<file path="config.mk">
export PLATFORM = sky130hd
export DESIGN_NAME = serial_capture
export DESIGN_NICKNAME = d
export VERILOG_FILES = /design/src/rtl/serial_capture.sv
export SDC_FILE = /design/constraint.sdc
export NUM_CORES = 1
export LEC_CHECK = 0
export ABC_AREA = 0
export BUFFER_PORTS_ARGS = -buffer_cell sky130_fd_sc_hd__buf_2
export CAP_MARGIN = 20
export CORE_MARGIN = 2
export CORE_UTILIZATION = 30
export CTS_BUF_LIST = sky130_fd_sc_hd__clkbuf_4 sky130_fd_sc_hd__clkbuf_8 sky130_fd_sc_hd__clkbuf_16
export DETAILED_ROUTE_END_ITERATION = 12
export PLACE_DENSITY = 0.48
export SYNTH_ARGS = -nofsm -noshare
export SYNTH_HDL_FRONTEND = slang
export SYNTH_SLANG_ARGS = --single-unit
</file>
<file path="constraint.sdc">
create_clock -name sysclk -period 2.91 [get_ports sysclk]
set_input_delay 0.582 -clock sysclk [delete_from_list [all_inputs] [get_ports sysclk]]
set_output_delay 0.582 -clock sysclk [all_outputs]
set_load 0.05 [all_outputs]
</file>
<file path="src/rtl/serial_capture.sv">
`default_nettype none
// ============================================================================
// Module   : serial_capture
// Purpose  : 8N1 serial receiver that writes tagged bytes into character RAM.
// Revision : 1.0
// ============================================================================

module serial_capture #(
    parameter int CLKS_PER_BIT = 10416,
    parameter int ADDR_W       = 8
) (
    input  logic              sysclk,
    input  logic              reset,
    input  logic              rx,
    input  logic              clear,
    output logic [15:0]       data_out,
    output logic              we,
    output logic [ADDR_W-1:0] addr,
    output logic              full,
    output logic              frame_err,
    output logic              busy
);

    localparam int CNT_W = $clog2(CLKS_PER_BIT);
    localparam logic [CNT_W-1:0] c_half_m1 = CNT_W'(CLKS_PER_BIT / 2 - 1);
    localparam logic [CNT_W-1:0] c_bit_m1  = CNT_W'(CLKS_PER_BIT - 1);

    localparam logic [2:0] c_st_idle  = 3'd0;
    localparam logic [2:0] c_st_start = 3'd1;
    localparam logic [2:0] c_st_data  = 3'd2;
    localparam logic [2:0] c_st_stop  = 3'd3;
    localparam logic [2:0] c_st_write = 3'd4;
    localparam logic [2:0] c_st_break = 3'd5;

    logic [1:0]        r_sync;
    logic [2:0]        r_state;
    logic [CNT_W-1:0]  r_cnt;
    logic [2:0]        r_bit_idx;
    logic [7:0]        r_shift;
    logic [15:0]       r_data;
    logic [ADDR_W-1:0] r_addr;
    logic              r_full;
    logic              r_frame_err;
    logic              w_rx_s;
    logic              w_we;

    assign w_rx_s = r_sync[1];

    // Synchroniser keeps running through clear so the line state stays current.
    always_ff @(posedge sysclk) begin
        if (reset) begin
            r_sync <= 2'b11;
        end else begin
            r_sync <= {r_sync[0], rx};
        end
    end

    // Strobe is combinational so a same-cycle clear or reset can still veto it.
    assign w_we = (r_state == c_st_write) && !r_full && !clear && !reset;

    always_ff @(posedge sysclk) begin
        if (reset) begin
            r_state     <= c_st_idle;
            r_cnt       <= '0;
            r_bit_idx   <= '0;
            r_shift     <= '0;
            r_data      <= '0;
            r_addr      <= '0;
            r_full      <= 1'b0;
            r_frame_err <= 1'b0;
        end else if (clear) begin
            r_state     <= c_st_idle;
            r_cnt       <= '0;
            r_bit_idx   <= '0;
            r_addr      <= '0;
            r_full      <= 1'b0;
            r_frame_err <= 1'b0;
        end else begin
            case (r_state)
                c_st_idle: begin
                    r_cnt     <= '0;
                    r_bit_idx <= '0;
                    if (!w_rx_s) begin
                        r_state <= c_st_start;
                    end
                end
                c_st_start: begin
                    if (r_cnt == c_half_m1) begin
                        r_cnt   <= '0;
                        r_state <= w_rx_s ? c_st_idle : c_st_data;
                    end else begin
                        r_cnt <= r_cnt + 1'b1;
                    end
                end
                c_st_data: begin
                    if (r_cnt == c_bit_m1) begin
                        r_cnt     <= '0;
                        r_shift   <= {w_rx_s, r_shift[7:1]};
                        r_bit_idx <= r_bit_idx + 1'b1;
                        if (r_bit_idx == 3'd7) begin
                            r_state <= c_st_stop;
                        end
                    end else begin
                        r_cnt <= r_cnt + 1'b1;
                    end
                end
                c_st_stop: begin
                    if (r_cnt == c_bit_m1) begin
                        r_cnt <= '0;
                        if (w_rx_s) begin
                            r_state <= c_st_write;
                            // A full buffer must not disturb the last written word.
                            if (!r_full) begin
                                r_data <= {1'b1, 7'b0, r_shift};
                            end
                        end else begin
                            r_frame_err <= 1'b1;
                            r_state     <= c_st_break;
                        end
                    end else begin
                        r_cnt <= r_cnt + 1'b1;
                    end
                end
                c_st_write: begin
                    r_state <= c_st_idle;
                    if (!r_full) begin
                        r_addr <= r_addr + 1'b1;
                        if (&r_addr) begin
                            r_full <= 1'b1;
                        end
                    end
                end
                c_st_break: begin
                    if (w_rx_s) begin
                        r_state <= c_st_idle;
                    end
                end
                default: begin
                    r_state <= c_st_idle;
                end
            endcase
        end
    end

    assign data_out  = r_data;
    assign we        = w_we;
    assign addr      = r_addr;
    assign full      = r_full;
    assign frame_err = r_frame_err;
    assign busy      = (r_state != c_st_idle);

endmodule

`default_nettype wire

</file>
==> results_dict.tcl <==
set metrics [dict create \
    run_status "completed" \
    area_growth_pct 13.46 \
    startpoint_type "flop" \
    drt_iter0_markers 64 \
    layout-drive-gt1-share 0.1782 \
    timing.fmax_mhz 398.1 \
    fp.dieW_um 93.42 \
    grt_pass1_wl_um 8804 \
    multi_input_area_um2 1314 \
    nFillCells 805 \
    final-seq-area_um2 980.9 \
    dr_total_vias 1957 \
    cts-root-buf "clkbuf_8" \
    syn_area_um2 2399 \
    wl_um 5042 \
    cts_resized 0 \
    grt_pass1_vias 1893 \
    layout.nets 310 \
    core_um2 7727 \
    grt_use_total 0.1248 \
    synth.area.top_cells "dfxtp_1 (41%), mux2i_1 (8.3%), nor2_1 (7.0%)" \
    gp_congestion 0.8338 \
    placed_area_um2 2606 \
    slew_headroom 0.4165 \
    dp_hpwl_um 3522 \
    cts_buffers 5 \
    cp.required_ns 3.11 \
    ys_types 51 \
    cts_hold_buf 0 \
    routed_via_density 4.832 \
    clk_pin_slew_worst_paths_ns 0.09 \
    dp_slack_ns 0.4241 \
    period_needed_ns 2.512 \
    drv_slew 0 \
    fin_setup_tns_ns 0 \
    finalCritPeriodShare 0.8632 \
    synth_commonest_cells "dfxtp_1 (49), nor2_1 (45), mux2i_1 (20)" \
    met1_usage 0.1588 \
    die_y_um 93.42 \
    worstSetupEndpointType "flop" \
    start_util 0.3104 \
    cp.arrival_ns 2.72 \
    syn_area_per_cell_um2 8.566 \
    grt_max_degree 24 \
    first_pass_iters 4 \
    wl_per_cell_um 12.45 \
    clkSinkCount 49 \
    seq_area_frac_synth 0.4090 \
    tightest_slew_ns 0.8752 \
    antennaDiodeCount 0 \
    hold_class "flop to flop" \
    power_density_nw_per_um2 452.8 \
    hold_viol 0 \
    grt.busiest_layer "met2" \
    drc 0 \
    layout_setup_ws_ns 0.3981 \
    ys_seq_elements 49 \
    drtAntennaViolNets 0 \
    cap_violations 0 \
    synth_top_flop_cell "dfxtp_1" \
    grt_overflow 0 \
    synth.most_common_cell "dfxtp_1" \
    ys.warnings.count 0 \
    io_pins 32 \
    rsz0062_at_grt "no" \
    peakVddDrop_mv 0.2205 \
    grt_use_met2 0.2080 \
    synth_enable_flop_cells 0 \
    antenna_found_initial 0 \
    postCtsSetupRepairBufs 0 \
    cts_max_level 2 \
    dieArea_um2 8726 \
    numPortBuffers 24 \
    p_leak_uw 0.0009378 \
    fin_util 0.3522 \
    async_reset_ff_frac 0 \
    fin_skew_ns 0.01032 \
    final_area_um2 2721 \
    netlist.area_leader.share 0.4090 \
    use_met3 0.02740 \
    num_rows 32 \
    critPathMaxFanout 12 \
    insertion_delay_ns 0.31 \
    synthCells 280 \
    path_class "flop to flop" \
    cts_tree "done" \
    clk_path_buf_depth 2 \
    finalSetupViolCount 0 \
    yosysTopAreaCell "dfxtp_1" \
]
## layer usage
layer / up-vias / part of all wire
met4: 0 / 0.012
li1: 1009 / -
met3: 6 / 0.043
met5: - / 0
met2: 44 / 0.46
met1: 898 / 0.48
## critical path: stages, from the launching register on
cell and delay, ns:
dfxtp_1 0.40, ha_1 0.28, or4b_4 0.50, nor4_4 0.42
o2bb2ai_2 0.26, nor2_2 0.21, mux2_2 0.34
## stage by stage
step                      cells  hold WS (ns)  power (µW)
after detailed placement    397        0.3933       746.8
after CTS                   405        0.4172        1260
after global placement      397        0.3930       746.8
after floorplan             286        0.3895       743.7
final                       405        0.4139        1232
after global routing        405        0.4264        1285
## sequential cells by signal, summed over array words and instances (netlist names)
signal and flops:
full 1, addr 8, r_bit_idx 3, r_sync 2
frame_err 1, r_shift 8, data_out 9, r_state 3
r_cnt 14
## layout make-up
| class | count | area share |
|---|---|---|
| sequential | 49 | 0.3605 |
| clock buffer | 6 | 0.02805 |
| inverter | 7 | 0.009655 |
| tap | 102 | 0.04690 |
| clock inverter | 2 | 0.01425 |
| multi-input combinational | 210 | 0.4828 |
| timing repair buffer | 29 | 0.05793 |
## placed cells by master (no fill, tap or decap), types with 7 or more instances in the layout
cell type	count
buf_2	24
nor3_1	9
conb_1	7
nand2_1	19
dfxtp_1	49
nor2_1	45
nand3_1	12
o21ai_0	12
nand4_1	8
a21oi_1	10
mux2i_1	20
inv_1	7
## power breakdown
group          leakage [µW]  switching (µW)  internal (µW)
Combinational      0.000484            45.3           10.1
Sequential         0.000395            3.26            672
Clock             0.0000588             234            268
Total              0.000938             283            950
## final timing paths
| check | endpoint | start | slack (ns) | depth (start not counted) |
|---|---|---|---|---|
| worst min-delay path | r_sync[1]$_SDFF_PP1_ | r_sync[0]$_SDFF_PP1_ | 0.41 | 1 |
| worst min register to register | r_sync[1]$_SDFF_PP1_ | r_sync[0]$_SDFF_PP1_ | 0.41 | 1 |
| worst max-delay path | r_state[2]$_SDFFE_PP0P_ | r_cnt[0]$_SDFFE_PP0P_ | 0.40 | 6 |
| worst max register to register | r_state[2]$_SDFFE_PP0P_ | r_cnt[0]$_SDFFE_PP0P_ | 0.40 | 6 |
## cells by family (layout without fill, tap and decap cells)
family          after synthesis  count (layout)  share of synthesized area
simple gates                133             133                     0.2968
flops                        49              49                     0.4090
compound gates               37              37                    0.09650
buf+inv                      27              44                    0.05791
mux                          21              21                    0.08816
xor+xnor                      8               8                    0.02921
fa+ha+maj                     4               4                    0.02087
other cells                   1               7                   0.001563
Note: power is estimated with default switching activity, not from simulation.
